===== config.mk =====
export PLATFORM = sky130hd
export DESIGN_NAME = nvz_flag_reg_flat
export DESIGN_NICKNAME = d
export VERILOG_FILES = /design/src/rtl/nvz_flag_reg_if.sv /design/src/rtl/nvz_flag_reg.sv /design/src/flat_wrapper.sv
export SDC_FILE = /design/constraint.sdc
export NUM_CORES = 1
export LEC_CHECK = 0
export CAP_MARGIN = 20
export CORE_AREA = 5 5 42 44
export DETAILED_ROUTE_END_ITERATION = 7
export DIE_AREA = 0 0 47 49
export DONT_BUFFER_PORTS = 1
export GPL_ROUTABILITY_DRIVEN = 0
export PLACE_DENSITY_LB_ADDON = 0.15
export SLEW_MARGIN = 20
export SYNTH_ARGS = -nofsm -noshare
export SYNTH_HDL_FRONTEND = slang
export SYNTH_SLANG_ARGS = --single-unit

===== constraint.sdc =====
create_clock -name clk -period 2.53 [get_ports clk]
set_input_delay 0.506 -clock clk [delete_from_list [all_inputs] [get_ports clk]]
set_output_delay 0.506 -clock clk [all_outputs]
set_load 0.01 [all_outputs]

===== src/rtl/nvz_flag_reg_if.sv =====
// rtl/nvz_flag_reg_if.sv - execute-stage flag bus between pipeline and the NVZ flag register
//
// Purpose: bundles the execute-stage result, pipeline control, trap save/restore
// controls and the flag outputs of nvz_flag_reg.
// Ports (signals):
//   opcode[3:0], alu_out[15:0], alu_ovfl, ex_valid   execute-stage instruction
//   stall, flush                                      pipeline control
//   save, restore                                     shadow register control
//   NVZ[2:0], NVZ_fwd[2:0], shadow_valid              flag outputs
// Modports: master (pipeline side), slave (flag register side).
interface nvz_flag_reg_if;
  logic [3:0]  opcode;
  logic [15:0] alu_out;
  logic        alu_ovfl;
  logic        ex_valid;
  logic        stall;
  logic        flush;
  logic        save;
  logic        restore;
  logic [2:0]  NVZ;
  logic [2:0]  NVZ_fwd;
  logic        shadow_valid;

  modport master (
    output opcode, alu_out, alu_ovfl, ex_valid, stall, flush, save, restore,
    input  NVZ, NVZ_fwd, shadow_valid
  );

  modport slave (
    input  opcode, alu_out, alu_ovfl, ex_valid, stall, flush, save, restore,
    output NVZ, NVZ_fwd, shadow_valid
  );
endinterface


===== src/rtl/nvz_flag_reg.sv =====
// rtl/nvz_flag_reg.sv - {N,V,Z} condition flag register with single-level shadow
//
// Purpose: holds the N/V/Z flags written by the execute stage, with a one-deep
// shadow copy for trap entry/return.
// Ports:
//   clk   in  rising-edge clock
//   rst   in  asynchronous active-high reset
//   bus   slave modport of nvz_flag_reg_if (execute inputs, control, flag outputs)
// Optional feature: define NVZ_FLAG_BYPASS_EN to forward next-state flags on
// NVZ_fwd in the same cycle; otherwise NVZ_fwd mirrors NVZ.
module nvz_flag_reg (
  input  logic            clk,
  input  logic            rst,
  nvz_flag_reg_if.slave   bus
);

  localparam logic [3:0] OP_ADD = 4'b0000;
  localparam logic [3:0] OP_SUB = 4'b0001;
  localparam logic [3:0] OP_XOR = 4'b0010;
  localparam logic [3:0] OP_SLL = 4'b0100;
  localparam logic [3:0] OP_SRA = 4'b0101;
  localparam logic [3:0] OP_ROR = 4'b0110;

  typedef enum logic {IDLE = 1'b0, SAVED = 1'b1} state_t;

  state_t     state_q, state_next;
  logic [2:0] nvz_q, nvz_next;
  logic [2:0] shadow_q, shadow_next;
  logic [2:0] upd_nvz;
  logic       full_class;
  logic       z_class;
  logic       update_en;
  logic       z_val;

  always_comb begin
    full_class = (bus.opcode == OP_ADD) || (bus.opcode == OP_SUB);
    z_class    = (bus.opcode == OP_XOR) || (bus.opcode == OP_SLL) ||
                 (bus.opcode == OP_SRA) || (bus.opcode == OP_ROR);
    update_en  = bus.ex_valid && !bus.stall && !bus.flush && (full_class || z_class);
    z_val      = (bus.alu_out == 16'h0000);
  end

  // upd_nvz is the post-update value of this cycle; save captures it so a trap
  // taken alongside a flag writer preserves that writer's result.
  always_comb begin
    upd_nvz     = nvz_q;
    nvz_next    = nvz_q;
    shadow_next = shadow_q;
    state_next  = state_q;

    if (update_en) begin
      if (full_class) begin
        upd_nvz = {bus.alu_out[15], bus.alu_ovfl, z_val};
      end else begin
        upd_nvz[0] = z_val;
      end
    end

    if (bus.restore) begin
      // Restore wins over everything; with nothing saved the flags are left alone.
      state_next = IDLE;
      if (state_q == SAVED) begin
        nvz_next = shadow_q;
      end
    end else begin
      nvz_next = upd_nvz;
      if (bus.save) begin
        shadow_next = upd_nvz;
        state_next  = SAVED;
      end
    end
  end

  always_ff @(posedge clk or posedge rst) begin
    if (rst) begin
      state_q  <= IDLE;
      nvz_q    <= 3'b000;
      shadow_q <= 3'b000;
    end else begin
      state_q  <= state_next;
      nvz_q    <= nvz_next;
      shadow_q <= shadow_next;
    end
  end

  assign bus.NVZ          = nvz_q;
  assign bus.shadow_valid = (state_q == SAVED);

`ifdef NVZ_FLAG_BYPASS_EN
  // nvz_next already equals nvz_q when no update or restore is pending.
  assign bus.NVZ_fwd = nvz_next;
`else
  assign bus.NVZ_fwd = nvz_q;
`endif

endmodule


===== src/flat_wrapper.sv =====
// flat-port wrapper written by rule: the top's interface ports become plain ports
module nvz_flag_reg_flat 
  (clk, rst, bus_opcode, bus_alu_out, bus_alu_ovfl, bus_ex_valid, bus_stall, bus_flush, bus_save, bus_restore, bus_NVZ, bus_NVZ_fwd, bus_shadow_valid);
  nvz_flag_reg_if bus_i ();
  input  logic clk;
  input  logic rst;
  input wire logic [$bits(bus_i.opcode)-1:0] bus_opcode;
  input wire logic [$bits(bus_i.alu_out)-1:0] bus_alu_out;
  input wire logic [$bits(bus_i.alu_ovfl)-1:0] bus_alu_ovfl;
  input wire logic [$bits(bus_i.ex_valid)-1:0] bus_ex_valid;
  input wire logic [$bits(bus_i.stall)-1:0] bus_stall;
  input wire logic [$bits(bus_i.flush)-1:0] bus_flush;
  input wire logic [$bits(bus_i.save)-1:0] bus_save;
  input wire logic [$bits(bus_i.restore)-1:0] bus_restore;
  output wire logic [$bits(bus_i.NVZ)-1:0] bus_NVZ;
  output wire logic [$bits(bus_i.NVZ_fwd)-1:0] bus_NVZ_fwd;
  output wire logic [$bits(bus_i.shadow_valid)-1:0] bus_shadow_valid;
  assign bus_i.opcode = bus_opcode;
  assign bus_i.alu_out = bus_alu_out;
  assign bus_i.alu_ovfl = bus_alu_ovfl;
  assign bus_i.ex_valid = bus_ex_valid;
  assign bus_i.stall = bus_stall;
  assign bus_i.flush = bus_flush;
  assign bus_i.save = bus_save;
  assign bus_i.restore = bus_restore;
  assign bus_NVZ = bus_i.NVZ;
  assign bus_NVZ_fwd = bus_i.NVZ_fwd;
  assign bus_shadow_valid = bus_i.shadow_valid;
  nvz_flag_reg u_core (.clk(clk), .rst(rst), .bus(bus_i));
endmodule

# == Word level (Yosys, flattened, before mapping) ==
# Index checks and enable logic that the tools add are counted.
# word_totals
reg_bits,7
input_bits,28
output_inout_bits,7
elab_cells,30
# classes
n_eq_ne,6
muxes,6
bitwise_logic,1
n_reduce_logical,14
# op_table
cell,count
zero test 16 bit,1
"== test 4 x 3 -> 1 bit, second input constant",3
two-way mux 3 bit,3
logical OR 1 bit,5
"== test 4 x 1 -> 1 bit, second input constant",1
"== test 4 x 2 -> 1 bit, second input constant",1
zero test 4 bit,1
logical AND 1 bit,3
zero test 1 bit,2
two-way mux 1 bit,2
two-way mux 2 bit,1
"!= test 2 x 1 -> 1 bit, second input constant",1
AND reduction 2 bit,1
nonzero test 2 bit,1
inverter 1 bit,1

# == Depth between registers and ports, before layout ==
# Gate-level depths: netlist of run 1.
# depth
depth_word,8
depth_mapped,5
ltp_nobuf,4

# == Worst setup path after synthesis of run 1 ==
# Ideal clock, no wire load.
# synth_path
path_kind,input-to-reg
from,input bus_opcode[3]
to,register u_core.nvz_q[1] (netlist: u_core.bus.NVZ[1])
setup_time_ps,119
t_arrival_ps,1846
t_required_ps,2411
setup_slack_ps,566
stages,5
n_path_buf,1
path_cell_list,or4b_1 or3_1 buf_2 o32a_1 o21a_1
# synth_via
elab_chain_cells,8
word_cells_on_any_way,15
classes_between,eq/ne (5); mux (3); reduce/logical (7)
# synth_rtl
element,line,source
from (decl),flat_wrapper.sv:7,input wire logic [$bits(bus_i.opcode)-1:0] bus_opcode;
== test 4 x 2 -> 1 bit or == test 4 x 3 -> 1 bit (tied branches),nvz_flag_reg.sv:37,z_class = (bus.opcode == OP_XOR) || (bus.opcode == OP_SLL) ||
logical OR 1 bit (2 in a row),nvz_flag_reg.sv:37,
logical OR 1 bit,nvz_flag_reg.sv:38,(bus.opcode == OP_SRA) || (bus.opcode == OP_ROR);
logical OR 1 bit,nvz_flag_reg.sv:39,update_en = bus.ex_valid && !bus.stall && !bus.flush && (full_class || z_class);
logical AND 1 bit,nvz_flag_reg.sv:39,
two-way mux 3 bit (*),nvz_flag_reg.sv:51,if (update_en) begin
two-way mux 3 bit (*),nvz_flag_reg.sv:59,if (bus.restore) begin
to (signal assigned),nvz_flag_reg.sv:81,nvz_q <= nvz_next;
to (decl),nvz_flag_reg.sv:27,"logic [2:0] nvz_q, nvz_next;"
# Mark *: on every way between the ends. The rest lies on a longest branch, timed or not.
# A chain may end at the register's enable or synchronous reset.

# == Worst setup path after layout of run 1 ==
# layout_path
from,input bus_opcode[3]
to,register u_core.nvz_q[2] (netlist: u_core.bus.NVZ[2])
# Same word-level chain as after synthesis.

==> impl_metrics.toml, run 1 <==
[outcome]
status = "finished clean"

[critical_path]
r2r_setup_slack_ns = 1.54
critPathTopFamily = "simple AND/OR/NAND/NOR gates"
crit_path_max_incr_delay_ns = 0.52
cp_slowest_cell = "or4b_1"
cp_num_cells = 4
startpoint = "bus_opcode[3]"
path_max_fanout = 5
rr_startpoint = "u_core.bus.shadow_valid"
critPathArrivalTime_ns = 1.88
critical_path_class = "in2reg"
critPathCapture = "u_core.bus.NVZ[2]"
required_ns = 2.67
cp-start-kind = "input port"
cp_num_buf_inv = 0
regToRegEndpoint = "u_core.bus.NVZ[2]"
r2r_cells = 3
end_kind = "flip-flop"
path_cells = "or4b_1, or3_1, o32a_1, o21a_1"

[clock_tree]
clock-sinks = 7
post_cts_resized = 0
clock_latency_ns = 0.25
clock-root-buffer = "clkbuf_4"
numCtsBuffers = 3
hold_buffers = 0
path_clk_slew_ns = 0.05
post_cts_buffers = 0
cts.path.max_buffers = 2
cts.htree.levels = 1
cts_tree = "built"

[synthesis]
ys_ff_latch = 7
async_flop_share = 1.00
yosysUniqueCellTypes = 21
synth_top_flop_cell = "dfrtp_1"
syn_avg_cell_area_sq_um = 9.64
synthCells = 41
syn_area_sq_um = 395
synthTopCellsByCount = "7 x dfrtp_1, 4 x nor4_1, 3 x buf_4, 3 x nand2_1, 3 x o21ai_1"
synthTopCellsByArea = "dfrtp_1 44%, nor4_1 6.3%, buf_4 5.7%"
synth_seq_area_share = 0.443
ys_warn_count = 0
synth_edf_count = 0
synth_nets = 69
synth_most_common_cell = "dfrtp_1"
yosys.area.top_type = "dfrtp_1"
synth.top_cell.area_share = 0.443

[power]
p_leak_nw = 0.170
internal_power_mw = 0.216
clockPowerShare = 0.331
pwr-share-comb = 0.127
switchingPower_mw = 0.0920
pwr_density_cell_nw_per_um2 = 743
irDropWorstVdd_v = 0.000223
p_sw_frac = 0.299
seq_power_share = 0.542

[route]
drt_first_iter_violations = 0
ant_nets = 0
route.detailed.drc = 0
vias = 342
routed_wl_um = 963
drt_first_pass_iters = 1
post_drt_wl_per_cell_um = 16.9
vias_per_cell = 6.00

[sta]
period_minus_slack_ns = 1.74
skew_ns = 0.00188
relSlewSlack = 0.818
max_freq_mhz = 574
setup_violations = 0
drv_slew = 0
worst_pin_slew_ns = 0.271
tns_ns = 0
finalHoldViolations = 0
post-route-period-util = 0.688
rsz0062_at_grt = "no"
hold_ws_ns = 0.0724

[place]
dp_hpwl_um = 834
place_inst = 53
io_buffers = 0

[global_route]
use_met2 = 0.118
track_usage = 0.0948
grt_pass1_vias = 380
antenna_found_initial = 0
gr-total-overflow = 0
grt_max_degree = 9
grtUsageMet1 = 0.125
grt_pass1_wl_um = 1530
busiest_layer = "met1"
met3_usage = 0.0517

[die]
die_height_um = 49
dieArea_sq_um = 2300
core_area_sq_um = 1400
initial_core_util = 0.282
ios = 35
dieWidth_um = 47
rows = 14

[min_path]
hold_class = "in2async"

[layout]
final_cells = 57
area_growth_pct = 4.75
fin_nets = 70
n_antenna_cell = 0
fin_util = 0.296
layout-drive-gt1-share = 0.0732
fillerInstances = 156

[flow_run]
maxCapViolCount = 0
==> per-layer routing <==
| metal | wire length (um) | part of all wire |
|---|---|---|
| met1 | 401 | 0.42 |
| met2 | 383 | 0.40 |
| met3 | 155 | 0.16 |
| met4 | 23 | 0.024 |
| met5 | 0 | 0 |
==> sequential cells by signal (all words and copies together) (netlist names) <==
signal,cells
u_core.shadow_q,3
u_core.bus.shadow_valid,1
u_core.bus.NVZ,3
==> placed cells by master (no fill, tap or decap), drive strengths merged <==
cell type / instances
o21a: 2
o32a: 2
a21o: 1
mux2i: 2
nor4: 4
clkbuf: 4
or2: 1
inv: 2
or3: 1
a22oi: 1
or4b: 1
dfrtp: 7
o211ai: 1
nor2: 2
a21oi: 1
nand2: 3
nand4: 1
nand2b: 1
o21ai: 3
o221ai: 1
==> how the worst min path moves through the flow <==
| stage | startpoint | endpoint | slack, ns | cells past startpoint |
|---|---|---|---|---|
| after floorplan | rst | u_core.bus.NVZ[0] | 0.31 | 1 |
| after global placement | rst | u_core.bus.shadow_valid | 0.34 | 1 |
| after detailed placement | rst | u_core.shadow_q[1] | 0.35 | 1 |
| after CTS | rst | u_core.bus.shadow_valid | 0.08 | 1 |
| after global routing | rst | u_core.shadow_q[1] | 0.09 | 1 |
| final | rst | u_core.bus.shadow_valid | 0.07 | 1 |
==> worst reg2reg max path, cell delays in order (launching register included) <==
cell and delay [ns]:
dfrtp_1 0.43, nand2_1 0.17, o21ai_1 0.11, o21a_1 0.17
==> area by class of cell <==
class                   count  area [sq um]  share of cell area
clock buffers               4          26.3              0.0634
flip-flops and latches      7           175               0.423
well taps                  16          20.0              0.0483
inverters                   2          7.51              0.0181
multi-input cells          28           185               0.447
==> power by group through the flow <==
| stage | combinational (mW) | sequential [mW] | clock (mW) |
|---|---|---|---|
| after floorplan | 0.0566 | 0.157 | 0 |
| after global placement | 0.0384 | 0.169 | 0 |
| after detailed placement | 0.0400 | 0.170 | 0 |
| after CTS | 0.0402 | 0.168 | 0.107 |
| after global routing | 0.0446 | 0.171 | 0.114 |
| final | 0.0390 | 0.167 | 0.102 |
==> per-stage QoR <==
step           area, sq um  worst slack (ns)  total power, mW
5_1_grt                414             0.745            0.329
2_1_floorplan          395             0.566            0.213
4_1_cts                414             0.781            0.315
3_5_place_dp           388             0.519            0.210
6_report               414             0.789            0.308
3_3_place_gp           388             0.529            0.207
==> kinds of logic (layout without fill, tap and decap cells) <==
group | Yosys count | count (layout) | synth area share
simple gates | 14 | 14 | 0.199
compound gates | 12 | 12 | 0.218
flops | 7 | 7 | 0.443
buf+inv | 6 | 6 | 0.0886
mux | 2 | 2 | 0.0506
Note: power is estimated with default switching activity, not from simulation.
==> inputs of run 2 (changes only) <==
==> constraint.sdc (replaced) <==
create_clock -name clk -period 1.5 [get_ports clk]
set_input_delay 0.3 -clock clk [delete_from_list [all_inputs] [get_ports clk]]
set_output_delay 0.3 -clock clk [all_outputs]
set_load 0.01 [all_outputs]
==> impl_metrics.toml, run 2 (synthesis gave the netlist of run 1 again) <==
[outcome]
status = "finished clean"

[die]
initial_core_util = 0.282
dieArea_sq_um = 2300
ios = 35
dieWidth_um = 47
core_area_sq_um = 1400
die_height_um = 49
rows = 14

[layout]
seqCellArea_sq_um = 175
final_cells = 60
layout-drive-gt1-share = 0.159
final_cell_mix = "7 x dfrtp_1, 4 x nor4_1, 3 x nand2_1, 3 x o21ai_1, 3 x clkbuf_4"
final_common_cell = "dfrtp_1"
n_antenna_cell = 0
area_growth_pct = 13.3
fin_nets = 73
fillerInstances = 154
multi_input_area_sq_um = 194

[min_path]
hold_class = "in2reg"

[sta]
relSlewSlack = 0.812
finalHoldViolations = 0
hold_ws_ns = 0.128
drv_slew = 0
rsz0062_at_grt = "no"
setup_violations = 0
post-route-period-util = 0.975
tns_ns = 0
worst_pin_slew_ns = 0.281
skew_ns = 0.00145
max_freq_mhz = 684
period_minus_slack_ns = 1.46

[critical_path]
crit_path_max_incr_delay_ns = 0.52
end_kind = "flip-flop"
cp-start-kind = "input port"
path_max_fanout = 5
path_cells = "or4b_4, or3_4, o32a_1, o21a_1"
critical_path_class = "in2reg"
cp_slowest_cell = "or4b_4"
cp_num_buf_inv = 0
critPathTopFamily = "simple AND/OR/NAND/NOR gates"
critPathArrivalTime_ns = 1.59
required_ns = 1.63

[power]
p_sw_frac = 0.289
irDropWorstVdd_v = 0.000394
seq_power_share = 0.544
p_leak_nw = 0.186
internal_power_mw = 0.367
power_mw = 0.516
clockPowerShare = 0.319
pwr-share-comb = 0.137
switchingPower_mw = 0.149
pwr_density_cell_nw_per_um2 = 1150

[route]
route.detailed.drc = 0
vias_per_cell = 5.75
ant_nets = 0
post_drt_wl_per_cell_um = 16.7
drt_first_pass_iters = 2
drt_first_iter_violations = 2
vias = 345
routed_wl_um = 1000

[clock_tree]
numCtsBuffers = 3
clock_latency_ns = 0.24
path_clk_slew_ns = 0.05
clock-root-buffer = "clkbuf_4"
clock-sinks = 7
cts.path.max_buffers = 2
cts.htree.levels = 1
cts_tree = "built"

[global_route]
grt_pass1_wl_um = 1500
track_usage = 0.0923
grt_max_degree = 9
grt_pass1_vias = 387
gr-total-overflow = 0
antenna_found_initial = 0

[place]
io_buffers = 0
dp_hpwl_um = 844
place_inst = 55

[flow_run]
maxCapViolCount = 0
-- run 2: changes by cell type in the layout (fill, tap and decap cells not counted) --
cell           delta
or4b_4            +1
buf_4             +2
or3_1             -1
or3_4             +1
dlygate4sd3_1     +1
or4b_1            -1
-- run 2: area by class of cell --
cell class | count | share of cell area
well taps | 16 | 0.0447
multi-input cells | 28 | 0.433
inverters | 2 | 0.0168
flip-flops and latches | 7 | 0.391
repair buffers | 3 | 0.0559
clock buffers | 4 | 0.0587
-- run 2: worst paths after layout --
| kind | startpoint | endpoint | slack, ns | cells past startpoint |
|---|---|---|---|---|
| hold / removal | bus_restore | u_core.bus.shadow_valid | 0.13 | 1 |
| min in group asynchronous | rst | u_core.bus.NVZ[0] | 0.44 | 2 |
| hold reg to reg | u_core.shadow_q[1] | u_core.shadow_q[1] | 0.49 | 2 |
| max in group asynchronous | rst | u_core.shadow_q[2] | 0.85 | 2 |
| setup / recovery | bus_opcode[3] | u_core.bus.NVZ[2] | 0.04 | 4 |
| setup reg to reg | u_core.bus.shadow_valid | u_core.bus.NVZ[2] | 0.49 | 3 |
-- run 2: what timing repair did --
action / CTS / global route
endpoints found under the setup margin: 2 / 2
setup buffers: 0 / 0
hold buffers: 1 / 0
gates resized for setup: 1 / 1
gates cloned: 0 / 0
endpoints found under the hold margin: 7 / 0
-- run 2: power groups by stage --
stage               registers, mW  logic [mW]  clock network, mW
floorplan                   0.265      0.0954                  0
global placement            0.284      0.0655                  0
detailed placement          0.286      0.0690                  0
CTS                         0.283      0.0716              0.168
global route                0.288      0.0810              0.181
finish                      0.281      0.0709              0.164
-- run 2: per-layer routing --
| metal | vias to the layer above | part of all wire | global-route usage |
|---|---|---|---|
| li1 | 161 | - | - |
| met1 | 150 | 0.40 | 0.104 |
| met2 | 32 | 0.40 | 0.118 |
| met3 | 2 | 0.19 | 0.0590 |
| met4 | 0 | 0.010 | 0.0737 |
| met5 | - | 0 | 0 |
-- run 2: metrics by stage --
stage          setup slack (ns)  utilization  instance area (sq um)
6_report                 0.0382        0.320                    448
5_1_grt                  0.0182        0.320                    448
4_1_cts                  0.0204        0.317                    444
3_5_place_dp             -0.276        0.288                    403
3_3_place_gp             -0.263        0.288                    403
2_1_floorplan            -0.258            -                    395
==> inputs of run 3 (changes only) <==
==> constraint.sdc (replaced) <==
create_clock -name clk -period 1.5 [get_ports clk]
set_input_delay 0.225 -clock clk [delete_from_list [all_inputs] [get_ports clk]]
set_output_delay 0.225 -clock clk [all_outputs]
set_load 0.01 [all_outputs]
==> impl_metrics.toml, run 3 (synthesis gave the netlist of run 1 again) <==
[critical_path]
critical_path_class = "in2reg"
startpoint = "bus_opcode[3]"
path_cells = "or4b_1, or3_1, o32a_1, o21a_1"
cp_num_buf_inv = 0
end_kind = "flip-flop"
path_max_fanout = 5
critPathTopFamily = "simple AND/OR/NAND/NOR gates"
crit_path_max_incr_delay_ns = 0.53
cp-start-kind = "input port"
rr_startpoint = "u_core.bus.shadow_valid"
critPathArrivalTime_ns = 1.58
cp_slowest_cell = "or4b_1"
required_ns = 1.63

[sta]
period_minus_slack_ns = 1.45
skew_ns = 0.00174
setup_violations = 0
drv_slew = 0
fin_ws_ns = 0.0505
rsz0062_at_grt = "no"
worst_pin_slew_ns = 0.279
post-route-period-util = 0.966
finalHoldViolations = 0
relSlewSlack = 0.813
tns_ns = 0
max_freq_mhz = 690

[route]
routed_wl_um = 980
post_drt_wl_per_cell_um = 16.3
route.detailed.drc = 0
drt_first_pass_iters = 3
vias = 339
ant_nets = 0
drt_first_iter_violations = 2
vias_per_cell = 5.65

[power]
p_leak_nw = 0.183
irDropWorstVdd_v = 0.000394
pwr_density_cell_nw_per_um2 = 1170

[clock_tree]
path_clk_slew_ns = 0.05
clock-root-buffer = "clkbuf_4"
numCtsBuffers = 3
post_cts_resized = 0
cts_tree = "built"
clock-sinks = 7
hold_buffers = 1
post_cts_buffers = 0
cts.path.max_buffers = 2
clock_latency_ns = 0.24
cts.htree.levels = 1

[die]
ios = 35
die_height_um = 49
core_area_sq_um = 1400
dieArea_sq_um = 2300
rows = 14
initial_core_util = 0.282
dieWidth_um = 47

[global_route]
track_usage = 0.0923
grt_max_degree = 9
grt_pass1_wl_um = 1500
gr-total-overflow = 0
grt_pass1_vias = 387
antenna_found_initial = 0

[place]
pre_cts_slack_ns = -0.201
io_buffers = 0
dp_hpwl_um = 844
place_area_sq_um = 403

[min_path]
worstHoldStart = "bus_restore"
hold_class = "in2reg"

[flow_run]
maxCapViolCount = 0

[layout]
n_antenna_cell = 0
final_common_cell = "dfrtp_1"
fin_nets = 73
fin_area_sq_um = 439
area_growth_pct = 11.1
final_cell_mix = "7 x dfrtp_1, 4 x nor4_1, 3 x nand2_1, 3 x o21ai_1, 3 x clkbuf_4"
fillerInstances = 152
layout-drive-gt1-share = 0.114

[outcome]
status = "finished clean"
[run 3: cell types whose count changed in the layout (fill, tap and decap cells not counted)]
cell and change:
or3_4 -1, or4b_1 +1, or4b_4 -1, or3_1 +1
[run 3: final cells by class]
class / instances / area (sq um) / area share
clock buffer: 4 / 26.3 / 0.0598
inverter: 2 / 7.51 / 0.0171
multi-input combinational: 28 / 185 / 0.422
sequential: 7 / 175 / 0.399
tap: 16 / 20.0 / 0.0456
timing repair buffer: 3 / 25.0 / 0.0570
[run 3: worst paths after layout]
path	end	slack (ns)	cells after the start
setup / recovery	u_core.bus.NVZ[2]	0.05	4
hold / removal	u_core.bus.shadow_valid	0.05	1
setup reg to reg	u_core.bus.NVZ[2]	0.49	3
hold reg to reg	u_core.shadow_q[1]	0.49	2
max in group asynchronous	u_core.shadow_q[2]	0.92	2
min in group asynchronous	u_core.bus.NVZ[0]	0.36	2
[run 3: layer usage]
metal  vias up  global-route usage  share of wire
li1        161                   -              -
met1       144               0.104           0.39
met2        32               0.118           0.40
met3         2              0.0590           0.20
met4         0              0.0737          0.010
met5         -                   0              0
[run 3: per-stage QoR]
step	power [mW]	cells	hold WS [ns]	utilization
5_1_grt	0.549	60	0.0371	0.313
6_report	0.516	60	0.0522	0.313
3_3_place_gp	0.350	55	0.0645	0.288
2_1_floorplan	0.360	41	0.0284	-
4_1_cts	0.522	60	0.0479	0.313
3_5_place_dp	0.355	55	0.0630	0.288
[run 3: where the power goes]
group | internal (mW) | total, mW | switching (mW)
logic | 0.0375 | 0.0699 | 0.0323
clock network | 0.101 | 0.165 | 0.0639
registers | 0.227 | 0.281 | 0.0536
total | 0.366 | 0.516 | 0.150
